$ cat config.mk
export PLATFORM = sky130hd
export DESIGN_NAME = note_tone_gen_flat
export DESIGN_NICKNAME = d
export VERILOG_FILES = /design/src/rtl/sass_note_pkg.sv /design/src/rtl/note_tone_gen_if.sv /design/src/rtl/note_inc_lut.sv /design/src/rtl/note_tone_gen.sv /design/src/flat_wrapper.sv
export SDC_FILE = /design/constraint.sdc
export NUM_CORES = 1
export LEC_CHECK = 0
export ABC_AREA = 1
export CAP_MARGIN = 20
export CORE_MARGIN = 10
export CORE_UTILIZATION = 50
export CTS_CLUSTER_SIZE = 24
export DETAILED_ROUTE_END_ITERATION = 8
export PLACE_DENSITY = 0.72
export SLEW_MARGIN = 20
export SYNTH_ARGS = -nofsm -noshare
export SYNTH_HDL_FRONTEND = slang
export SYNTH_HIERARCHICAL = 1
export SYNTH_SLANG_ARGS = --single-unit
$ cat constraint.sdc
create_clock -name clk -period 2.65 [get_ports clk]
set_input_delay 0.53 -clock clk [delete_from_list [all_inputs] [get_ports clk]]
set_output_delay 0.53 -clock clk [all_outputs]
set_load 0.005 [all_outputs]
$ cat src/rtl/sass_note_pkg.sv
// Shared note codes, the 16-bit phase increment table and FSM state type
// for the note tone generator slice.
package sass_note_pkg;

  localparam logic [3:0] NOTE_OFF    = 4'd0;
  localparam logic [3:0] NOTE_LOW_C  = 4'd1;
  localparam logic [3:0] NOTE_CS     = 4'd2;
  localparam logic [3:0] NOTE_D      = 4'd3;
  localparam logic [3:0] NOTE_DS     = 4'd4;
  localparam logic [3:0] NOTE_E      = 4'd5;
  localparam logic [3:0] NOTE_F      = 4'd6;
  localparam logic [3:0] NOTE_FS     = 4'd7;
  localparam logic [3:0] NOTE_G      = 4'd8;
  localparam logic [3:0] NOTE_GS     = 4'd9;
  localparam logic [3:0] NOTE_A      = 4'd10;
  localparam logic [3:0] NOTE_AS     = 4'd11;
  localparam logic [3:0] NOTE_B      = 4'd12;
  localparam logic [3:0] NOTE_HIGH_C = 4'd13;
  localparam logic [3:0] NOTE_MAX    = NOTE_HIGH_C;

  // round(f * 65536 / 10000) for lowC..highC; entry i belongs to note code i+1
  localparam logic [15:0] INC_TABLE [13] = '{
    16'd1715, 16'd1817, 16'd1925, 16'd2039, 16'd2160, 16'd2289, 16'd2425,
    16'd2569, 16'd2722, 16'd2884, 16'd3055, 16'd3237, 16'd3429
  };

  typedef enum logic [1:0] {
    IDLE    = 2'd0,
    PLAY    = 2'd1,
    RELEASE = 2'd2
  } note_state_e;

  function automatic logic note_is_valid(input logic [3:0] note);
    return (note != NOTE_OFF) && (note <= NOTE_MAX);
  endfunction

endpackage

$ cat src/rtl/note_tone_gen_if.sv
// Note bus into the tone generator plus its audio and debug outputs.
// Optional octave_up input exists only when SASS_OCTAVE_UP_EN is defined.
interface note_tone_gen_if #(parameter int ACC_W = 16);
  import sass_note_pkg::*;

  // Level-based bus, no valid/ready: the note code is a level sampled on
  // every clk edge and the generator is always ready, so nothing is stalled.
  logic             en;
  logic [3:0]       note_in;
`ifdef SASS_OCTAVE_UP_EN
  logic             octave_up;
`endif
  logic             tone_out;
  logic             active;
  logic [3:0]       cur_note;
  note_state_e      dbg_state;
  logic [ACC_W-1:0] dbg_acc;

  modport master (
`ifdef SASS_OCTAVE_UP_EN
    output octave_up,
`endif
    output en, note_in,
    input  tone_out, active, cur_note, dbg_state, dbg_acc
  );

  modport slave (
`ifdef SASS_OCTAVE_UP_EN
    input  octave_up,
`endif
    input  en, note_in,
    output tone_out, active, cur_note, dbg_state, dbg_acc
  );

endinterface

$ cat src/rtl/note_inc_lut.sv
// Note code to phase increment, scaled to the accumulator width.
// Codes 0, 14 and 15 give a zero increment.
module note_inc_lut
  import sass_note_pkg::*;
#(
  parameter int ACC_W = 16
) (
  input  logic [3:0]       note,
  output logic [ACC_W-1:0] inc
);

  logic [15:0] base;

  always_comb begin
    base = '0;
    for (int i = 0; i < int'(NOTE_MAX); i++) begin
      if (note == 4'(i + 1)) base = INC_TABLE[i];
    end
    inc = ACC_W'(base) << (ACC_W - 16);
  end

endmodule

$ cat src/rtl/note_tone_gen.sv
// Square-wave tone generator: IDLE/PLAY/RELEASE FSM, phase accumulator and
// release tail counter. Macro SASS_OCTAVE_UP_EN adds the octave_up input.
module note_tone_gen
  import sass_note_pkg::*;
#(
  parameter int ACC_W          = 16,
  parameter int RELEASE_CYCLES = 500
) (
  input logic              clk,
  input logic              n_rst,
  note_tone_gen_if.slave   bus
);

  localparam int REL_W = (RELEASE_CYCLES > 1) ? $clog2(RELEASE_CYCLES) : 1;
  localparam logic [REL_W-1:0] REL_INIT =
    (RELEASE_CYCLES > 0) ? REL_W'(RELEASE_CYCLES - 1) : '0;

  note_state_e      state_q, state_d;
  logic [ACC_W-1:0] acc_q, acc_d;
  logic [3:0]       note_q, note_d;
  logic [REL_W-1:0] rel_q, rel_d;

  logic [ACC_W-1:0] inc, inc_eff;
  logic             note_valid;

  note_inc_lut #(.ACC_W(ACC_W)) u_lut (
    .note (note_q),
    .inc  (inc)
  );

`ifdef SASS_OCTAVE_UP_EN
  assign inc_eff = bus.octave_up ? (inc << 1) : inc;
`else
  assign inc_eff = inc;
`endif

  assign note_valid = note_is_valid(bus.note_in);

  always_ff @(posedge clk or negedge n_rst) begin
    if (!n_rst) begin
      state_q <= IDLE;
      acc_q   <= '0;
      note_q  <= NOTE_OFF;
      rel_q   <= '0;
    end else begin
      state_q <= state_d;
      acc_q   <= acc_d;
      note_q  <= note_d;
      rel_q   <= rel_d;
    end
  end

  always_comb begin
    state_d = state_q;
    acc_d   = acc_q;
    note_d  = note_q;
    rel_d   = rel_q;
    if (!bus.en) begin
      state_d = IDLE;
      acc_d   = '0;
      note_d  = NOTE_OFF;
      rel_d   = '0;
    end else begin
      case (state_q)
        IDLE: begin
          acc_d = '0;
          if (note_valid) begin
            state_d = PLAY;
            note_d  = bus.note_in;
          end
        end
        PLAY: begin
          // Phase continues across note changes so glides are glitch-free
          acc_d = acc_q + inc_eff;
          if (note_valid) begin
            note_d = bus.note_in;
          end else if (RELEASE_CYCLES > 0) begin
            state_d = RELEASE;
            rel_d   = REL_INIT;
          end else begin
            state_d = IDLE;
            acc_d   = '0;
            note_d  = NOTE_OFF;
          end
        end
        RELEASE: begin
          acc_d = acc_q + inc_eff;
          if (note_valid) begin
            state_d = PLAY;
            note_d  = bus.note_in;
          end else if (rel_q == '0) begin
            state_d = IDLE;
            acc_d   = '0;
            note_d  = NOTE_OFF;
          end else begin
            rel_d = rel_q - 1'b1;
          end
        end
        default: begin
          state_d = IDLE;
          acc_d   = '0;
          note_d  = NOTE_OFF;
        end
      endcase
    end
  end

  assign bus.tone_out  = acc_q[ACC_W-1];
  assign bus.active    = (state_q != IDLE);
  assign bus.cur_note  = note_q;
  assign bus.dbg_state = state_q;
  assign bus.dbg_acc   = acc_q;

endmodule

$ cat src/flat_wrapper.sv
// flat-port wrapper written by rule: the top's interface ports become plain ports
module note_tone_gen_flat import sass_note_pkg::*;
#(
  parameter int ACC_W          = 16,
  parameter int RELEASE_CYCLES = 500
)
  (clk, n_rst, bus_en, bus_note_in, bus_tone_out, bus_active, bus_cur_note, bus_dbg_state, bus_dbg_acc);
  note_tone_gen_if #(.ACC_W(ACC_W)) bus_i ();
  input logic clk;
  input logic n_rst;
  input wire logic [$bits(bus_i.en)-1:0] bus_en;
  input wire logic [$bits(bus_i.note_in)-1:0] bus_note_in;
  output wire logic [$bits(bus_i.tone_out)-1:0] bus_tone_out;
  output wire logic [$bits(bus_i.active)-1:0] bus_active;
  output wire logic [$bits(bus_i.cur_note)-1:0] bus_cur_note;
  output wire logic [$bits(bus_i.dbg_state)-1:0] bus_dbg_state;
  output wire logic [$bits(bus_i.dbg_acc)-1:0] bus_dbg_acc;
  assign bus_i.en = bus_en;
  assign bus_i.note_in = bus_note_in;
  assign bus_tone_out = bus_i.tone_out;
  assign bus_active = bus_i.active;
  assign bus_cur_note = bus_i.cur_note;
  assign bus_dbg_state = bus_i.dbg_state;
  assign bus_dbg_acc = bus_i.dbg_acc;
  note_tone_gen #(.ACC_W(ACC_W), .RELEASE_CYCLES(RELEASE_CYCLES)) u_core (.clk(clk), .n_rst(n_rst), .bus(bus_i));
endmodule
; Word-level counts from Yosys, hierarchy flattened
; Index checks and enable logic that the tools add are counted.
[totals]
register_bits = 31
latchBits = 0
ram_bits = 0
mem_bits_ro = 0
inputBits = 7
output_inout_bits = 24
elab_cells = 71
memories = 0
[classes]
addsub = 2
multipliers = 0
n_div = 0
order_cmp = 1
eq_ne = 22
n_shift = 0
n_mux = 33
n_bitwise = 0
reduce_logical = 9
[ops]
columns = op, count
row1 = 2-to-1 mux 16 bit, 14
row2 = 2-to-1 mux 9 bit, 4
row3 = case mux 16 bit (2 select lines), 1
row4 = == test 4 bit (second input constant), 6
row5 = 2-to-1 mux 11 bit, 2
row6 = case mux 9 bit (2 select lines), 1
row7 = adder 16 bit, 1
row8 = == test 4 x 3 -> 1 bit (second input constant), 4
row9 = 2-to-1 mux 4 bit, 4
row10 = 2-to-1 mux 2 bit, 5
row11 = zero test 9 bit, 1
row12 = inequality test 3 bit (second input constant), 3
row13 = subtractor 9 x 1 -> 9 bit (second input constant), 1
row14 = == test 4 x 2 -> 1 bit (second input constant), 2
row15 = case mux 4 bit (2 select lines), 1
row16 = inequality test 3 x 2 -> 1 bit (second input constant), 2
row17 = case mux 2 bit (3 select lines), 1
row18 = == test 4 x 1 -> 1 bit (second input constant), 1
row19 = <= comparator 4 bit (second input constant), 1
row20 = inequality test 4 x 2 -> 1 bit (second input constant), 1
row21 = AND reduction 4 bit, 1
row22 = nonzero test 4 bit, 1
row23 = inequality test 3 x 1 -> 1 bit (second input constant), 1
row24 = AND reduction 3 bit, 1
row25 = other kinds (7), 7

; Logic depth before layout (Yosys ltp)
; Gate-level depths: netlist of the first run.
[logic_depth]
ltp_word = 19
ltp_mapped = 17
mapped_depth_nobuf = 16

; Hierarchy
; Netlist of the first run, hierarchy kept.
[modules_own_cells]
columns = module, instances, cells_per_inst, area_each_um2, seq_area_each_um2
row1 = note_tone_gen, 1, 366, 2496.1, 775.7
row2 = note_inc_lut, 1, 56, 302.8, 0.0

; Worst setup path after synthesis of the first run
; Ideal clock, no wire load.
[synth_timing]
kind = register to register
startpoint = register u_core.note_q[2], in the netlist u_core/bus.cur_note[2]
endpoint = register u_core.acc_q[12], in the netlist u_core/bus.dbg_acc[12]
setup_time_ns = 0.117
t_arrival_ns = 2.051
required_time_ns = 2.533
path_slack_ns = 0.482
path_stages_with_launch = 18
path_buffers = 1
synth_period_minus_slack_ns = 2.168
path_cell_list = dfrtp_1 > buf_4 > nand2_1 > nand2_1 > nand3_1 > nand2_1 > inv_1 > ha_1 > inv_1 > fa_1 > inv_1 > nand3_1 > nand3_1 > nand3_1 > nand3_1 > nand2_1 > nand2_1 > nor2_1
[synth_between]
elab_chain_cells = 19
elab_cells_between_ends = 31
classes_between = add/sub: 1 / eq/ne: 13 / mux: 17
[synth_lines]
columns = item, line
row1 = "start, declared", note_tone_gen.sv:20  ; logic [3:0] note_q, note_d;
row2 = "start signal, assigned", note_tone_gen.sv:48  ; note_q <= note_d;
row3 = == test 4 x 1 -> 1 bit, note_inc_lut.sv:17  ; if (note == 4'(i + 1)) base = INC_TABLE[i];
row4 = 2-to-1 mux 11 bit (2 in a row), note_inc_lut.sv:17
row5 = 2-to-1 mux 16 bit (10 in a row), note_inc_lut.sv:17
row6 = 2-to-1 mux 16 bit (*), note_inc_lut.sv:17
row7 = net u_core.inc[0], note_tone_gen.sv:23  ; logic [ACC_W-1:0] inc, inc_eff;
row8 = adder 16 bit (*), "note_tone_gen.sv:74, note_tone_gen.sv:87"
row9 = 2-to-1 mux 16 bit, note_tone_gen.sv:91  ; end else if (rel_q == '0) begin
row10 = 2-to-1 mux 16 bit, note_tone_gen.sv:88  ; if (note_valid) begin
row11 = case mux 16 bit (2 select lines) (*), note_tone_gen.sv:64  ; case (state_q)
row12 = 2-to-1 mux 16 bit (*), note_tone_gen.sv:58  ; if (!bus.en) begin
row13 = net u_core.acc_d[12], note_tone_gen.sv:19  ; logic [ACC_W-1:0] acc_q, acc_d;
row14 = "end signal, assigned", note_tone_gen.sv:42  ; acc_q <= '0;
row15 = "end signal, assigned", note_tone_gen.sv:47  ; acc_q <= acc_d;
row16 = "end, declared", note_tone_gen.sv:19
; The timed path passes the listed nets; every way through them passes the cells marked *.
; A chain may end at the register's enable or synchronous reset.

; Worst setup path after layout of the first run
[layout_timing]
startpoint = register u_core.note_q[3], in the netlist u_core/bus.cur_note[3]
endpoint = register u_core.acc_q[12], in the netlist u_core/bus.dbg_acc[12]
; The elaborated chain is that of the path after synthesis.

==> impl_metrics.yaml, run 1 <==
sta:
  fmax_mhz: 411.2
  fin_tns_setup_ns: 0
  slew_violations: 0
  finalClockSkew_ns: 0.009881
  setup_viol: 0
  hold_violations: 0
  fin_crit_ns: 2.432
  period_share_pct: 91.78
  rsz0062_at_grt: "no"
route:
  postRouteAntennaNets: 0
  dr_total_vias: 2614
  drc: 0
  firstDrtPassIters: 4
  wirelength_um: 6440
  drt_iter0_markers: 154
  routedWlPerCell_um: 12.22
  vias_per_cell: 4.960
logic_synthesis:
  synth-seq-area-share_pct: 27.72
  yosysTopAreaCellShare_pct: 27.72
  synth_warnings: 6
  yosys.area.top_type: "dfrtp_1"
  syn_area_per_cell_um2: 6.633
  synthFlopType: "dfrtp_1"
  syn-cell-area_um2: 2799
  synth.distinct_cells: 33
  synthSimpleGateAreaFrac_pct: 38.89
  async_reset_ff_share_pct: 100.0
  yosys-top-cells-count: "nand2_1 (131), inv_1 (59), nor2_1 (46)"
  netlist_instances: 422
  synth-compound-area-share_pct: 8.225
  yosysMostFrequentCell: "nand2_1"
  synth_fa_ha_area_share_pct: 10.10
  synth_edf_count: 0
  synthMuxAreaShare_pct: 0
  yosys_register_bits: 31
  ys_top_cells_by_area: "dfrtp_1 (28%), nand2_1 (18%), ha_1 (9.4%)"
  synthXorXnorAreaFrac_pct: 3.129
  synth_top_family_by_area: "simple AND/OR/NAND/NOR gates"
worst_setup_path:
  path_delay_family: "simple AND/OR/NAND/NOR gates"
  path_cells: "inv_1, nand2_1, nand3_1, nand2_1, inv_1, ha_1, inv_1, fa_1, inv_1, nand3_1, nand3_1, nand3_1, nand3_1, nand2_1, nand2_1, nor2_1"
  crit_fanout: 9
  regToRegSetupSlack_ns: 0.22
  cp-end-kind: "flip-flop"
  reg2reg_depth: 16
  cp.depth: 16
  crit_buf_inv: 4
  worstPathRequired_ns: 2.82
  crit_type: "reg2reg"
  cpMaxStageDelayCell: "dfrtp_1"
  max_stage_delay_ns: 0.47
  start_kind: "flip-flop"
  cpMostUsedCell: "nand3_1"
  worstPathArrival_ns: 2.60
final_layout:
  antenna_cells: 0
  fill_cells: 553
  fin_nets: 483
  area_growth_pct: 14.71
  drive_gt1_share_pct: 8.571
  final_cells: 527
grt:
  grt_overflow_total: 0
  grt_use_total_pct: 15.22
  antenna_found_initial: 0
  grt_pass1_vias: 2509
  grt_max_degree: 32
  grt_pass1_wl_um: 11100
power_and_ir_drop:
  power.density_nw_per_um2: 753.9
  power.leakage_nw: 1.699
  power_w: 0.002420
  max-vdd-ir-drop_mv: 0.4750
die:
  fp.dieW_um: 94.82
  ios: 31
  dieArea_um2: 8991
  die_h_um: 94.82
  rows: 27
  core_area_um2: 5473
  start_util_pct: 51.14
clock_tree:
  clk_path_buf_depth: 2
  htree_levels: 2
  cts_hold_buf: 0
  cts_tree: "yes"
  path_clk_slew_ns: 0.07
  post_cts_buffers: 0
  cts_sinks: 31
  cts-buffers-inserted: 5
  clk_latency_ns: 0.28
  cts_root_buffer: "clkbuf_8"
placement:
  port_buffers: 30
  gp_congestion: 0.8967
  hpwl_um: 5222
  dp_cells: 519
worst_hold_path:
  hold_depth: 2
  holdCritPathClass: "reg2reg"
job:
  drv_cap: 0
status:
  outcome: "finished clean"
-- timing repair --
item                                   in CTS  in global routing
endpoints found under the hold margin       0                  0
resized for setup                           0                  1
setup endpoints to repair                   0                  3
-- sequential cells by signal, summed over array words and instances (netlist names) --
register / cells
u_core/rel_q: 9
u_core/bus.dbg_acc: 16
u_core/bus.cur_note: 4
u_core/bus.dbg_state: 2
-- area by class of cell --
type	count	area [um^2]	share of cell area, %
multi-input cells	321	1708	53.20
flip-flops and latches	31	775.7	24.16
repair buffers	33	322.8	10.05
inverters	62	232.7	7.249
well taps	72	90.09	2.806
clock buffers	7	76.32	2.377
clock inverters	1	5.005	0.1559
-- report_power, final --
part / leakage [nW] / switching (W) / internal, W / total (W)
Sequential: 0.414 / 0.000128 / 0.000587 / 0.000714
Clock: 0.0422 / 0.000176 / 0.000184 / 0.000360
Combinational: 1.24 / 0.000805 / 0.000540 / 0.00135
Total: 1.70 / 0.00111 / 0.00131 / 0.00242
-- cell usage in the layout (no fill, tap or decap), drive strengths merged, types with 6 or more instances in the layout --
| cell | netlist | routed |
|---|---|---|
| xnor2 | 6 | 6 |
| nor2 | 49 | 49 |
| nand2 | 147 | 147 |
| a21oi | 16 | 16 |
| nand4 | 6 | 6 |
| nand3 | 35 | 35 |
| dfrtp | 31 | 31 |
| o21ai | 19 | 19 |
| clkdlybuf4s50 | 0 | 30 |
| inv | 62 | 62 |
| ha | 21 | 21 |
| clkbuf | 0 | 7 |
-- metrics by stage --
step / setup WS [ns] / util (%) / hold WS [ns] / cell area (um^2)
CTS: 0.1754 / 58.60 / 0.5015 / 3207
detailed placement: 0.1983 / 57.11 / 0.4846 / 3126
finish: 0.2179 / 58.66 / 0.4972 / 3211
global route: 0.004886 / 58.66 / 0.5245 / 3211
global placement: 0.3215 / 57.11 / 0.4794 / 3126
floorplan: 0.4817 / - / 0.2344 / 2810
-- logic make-up after synthesis --
group / count (synthesis)
AOI/OAI and AO/OA: 39
xor gates and xnor gates: 10
adders and majority gates: 22
buffers and inverters: 73
DFF: 31
other: 1
and+or+nand+nor: 246
-- tightest hold or removal path, stage by stage, from the launching register on --
cell	delay (ns)
dfrtp_1	0.36
nand2_2	0.05
nand2_1	0.06
-- final timing paths --
path                                             start                endpoint
max in group asynchronous                        n_rst   u_core/bus.dbg_acc[9]
worst min register to register         u_core/rel_q[8]         u_core/rel_q[8]
min in group asynchronous                        n_rst   u_core/bus.dbg_acc[2]
worst max-delay path            u_core/bus.cur_note[3]  u_core/bus.dbg_acc[12]
worst min-delay path                   u_core/rel_q[8]         u_core/rel_q[8]
worst max register to register  u_core/bus.cur_note[3]  u_core/bus.dbg_acc[12]
-- metal layers --
metal | up-vias | global-route usage, % | wire length, um
li1 | 1377 | - | -
met1 | 1170 | 17.71 | 2847
met2 | 61 | 27.00 | 3166
met3 | 6 | 3.965 | 375
met4 | 0 | 3.990 | 51
met5 | - | 0 | 0
Note: power is estimated with default switching activity, not from simulation.
==> inputs of run 2 (changes only) <==
--- a/config.mk
+++ b/config.mk
@@ -11,7 +11,7 @@
 export CORE_UTILIZATION = 50
 export CTS_CLUSTER_SIZE = 24
 export DETAILED_ROUTE_END_ITERATION = 8
-export PLACE_DENSITY = 0.72
+export PLACE_DENSITY = 0.75
 export SLEW_MARGIN = 20
 export SYNTH_ARGS = -nofsm -noshare
 export SYNTH_HDL_FRONTEND = slang
==> constraint.sdc (replaced) <==
create_clock -name clk -period 2 [get_ports clk]
set_input_delay 0.4 -clock clk [delete_from_list [all_inputs] [get_ports clk]]
set_output_delay 0.4 -clock clk [all_outputs]
set_load 0.005 [all_outputs]
==> impl_metrics.yaml, run 2 (synthesis gave the netlist of run 1 again) <==
status:
  outcome: "complete, but fails checks"
  violations: "setup timing"
power_and_ir_drop:
  p_int_w: 0.002226
  power.density_nw_per_um2: 1038
  max-vdd-ir-drop_mv: 0.6105
  p_sw_w: 0.001772
  p_seq_share_pct: 23.9
  power_frac_clock_pct: 14.0
  swShare_pct: 44.32
  pwr-share-comb_pct: 62.0
  power.leakage_nw: 1.963
clock_tree:
  clk_latency_ns: 0.29
  cts_hold_buf: 0
  cts_tree: "yes"
  cts-buffers-inserted: 5
  htree_levels: 2
  clk_path_buf_depth: 2
  path_clk_slew_ns: 0.07
  cts_root_buffer: "clkbuf_8"
  cts_sinks: 31
grt:
  grt_pass1_vias: 2953
  grt_overflow_total: 0
  grt_use_total_pct: 16.71
  antenna_found_initial: 0
  grt_pass1_wl_um: 12260
  grt_max_degree: 32
placement:
  dp_cells: 545
  pre_cts_slack_ns: -0.1833
  port_buffers: 30
  hpwl_um: 5430
  gp_congestion: 0.8785
die:
  start_util_pct: 51.14
  fp.dieW_um: 94.82
  core_area_um2: 5473
  rows: 27
  ios: 31
  dieArea_um2: 8991
  die_h_um: 94.82
sta:
  hold_violations: 0
  holdWs_ns: 0.5108
  slew_violations: 0
  finalClockSkew_ns: 0.005328
  period_share_pct: 106.8
  fin_crit_ns: 2.136
  fmax_mhz: 468.3
  rsz0062_at_grt: "yes"
  setup_viol: 10
  timing.final.ws_setup_ns: -0.1356
  fin_tns_setup_ns: -0.7694
worst_setup_path:
  crit_type: "reg2reg"
  worstPathRequired_ns: 2.17
  start_kind: "flip-flop"
  crit_fanout: 8
  worstPathArrival_ns: 2.31
  cp-end-kind: "flip-flop"
route:
  drt_iter0_markers: 177
  wirelength_um: 7871
  vias_per_cell: 5.214
  dr_total_vias: 2951
  postRouteAntennaNets: 0
  drc: 0
  routedWlPerCell_um: 13.91
  firstDrtPassIters: 5
final_layout:
  fin_nets: 522
  antenna_cells: 0
  area_growth_pct: 37.59
  largest_reg_flops: 16
  drive_gt1_share_pct: 30.16
  final_cells: 566
  layout_commonest_cell: "nand2_1"
  final_cell_mix: "nand2_1 (113), inv_1 (52), buf_4 (41)"
worst_hold_path:
  holdCritPathClass: "in2async"
job:
  drv_cap: 0
run 2: worst max-delay path, stage by stage (launching register included):
cell,delay [ns]
dfrtp_2,0.49
nor2_1,0.23
nand2_4,0.09
o211ai_1,0.10
ha_2,0.34
buf_4,0.15
nand3_2,0.09
nand3_4,0.10
a21oi_1,0.20
xor2_1,0.18
nor2_1,0.05
run 2: what timing repair did:
item	in CTS	in global routing
endpoints found under the setup margin	14	13
buffers inserted	7	6
gates resized for setup	37	35
pin swaps	25	14
hold endpoints to repair	0	0
run 2: area by class of cell:
type                    count  area [um^2]
flip-flops and latches     31        780.7
well taps                  72        90.09
multi-input cells         321         2021
inverters                  62        240.2
fillers                   430         1622
clock buffers               8        100.1
repair buffers             72        619.3
run 2: final timing paths:
check	startpoint	endpoint	slack, ns	cells after the start
worst max-delay path	u_core/bus.cur_note[1]	u_core/bus.dbg_acc[8]	-0.14	10
worst min-delay path	n_rst	u_core/bus.dbg_acc[2]	0.51	2
worst max register to register	u_core/bus.cur_note[1]	u_core/bus.dbg_acc[8]	-0.14	10
worst min register to register	u_core/rel_q[8]	u_core/rel_q[8]	0.52	2
max in group asynchronous	n_rst	u_core/bus.cur_note[2]	1.16	2
min in group clk	u_core/rel_q[8]	u_core/rel_q[8]	0.52	2
run 2: routing by layer:
metal / vias to the layer above / global-route usage, % / share of wire (%)
met2: 99 / 29.86 / 52
met5: - / 0 / 0
met4: 0 / 7.357 / 3.3
met1: 1371 / 18.02 / 39
li1: 1449 / - / -
met3: 32 / 4.600 / 6.3
run 2: metrics by stage:
stage | total power [W] | utilization (%) | cell area, um^2
after detailed placement | 0.002969 | 61.29 | 3354
final | 0.003999 | 70.37 | 3851
after floorplan | 0.002309 | - | 2848
after global placement | 0.002918 | 61.29 | 3354
after global routing | 0.004331 | 70.37 | 3851
after CTS | 0.003771 | 66.83 | 3657
run 2: power groups by stage:
| stage | Clock [W] | Combinational [W] | Sequential [W] |
|---|---|---|---|
| after detailed placement | 0 | 0.00201 | 0.000964 |
| final | 0.000562 | 0.00248 | 0.000956 |
| after global routing | 0.000597 | 0.00276 | 0.000975 |
| after floorplan | 0 | 0.00138 | 0.000929 |
| after global placement | 0 | 0.00196 | 0.000959 |
| after CTS | 0.000581 | 0.00224 | 0.000947 |
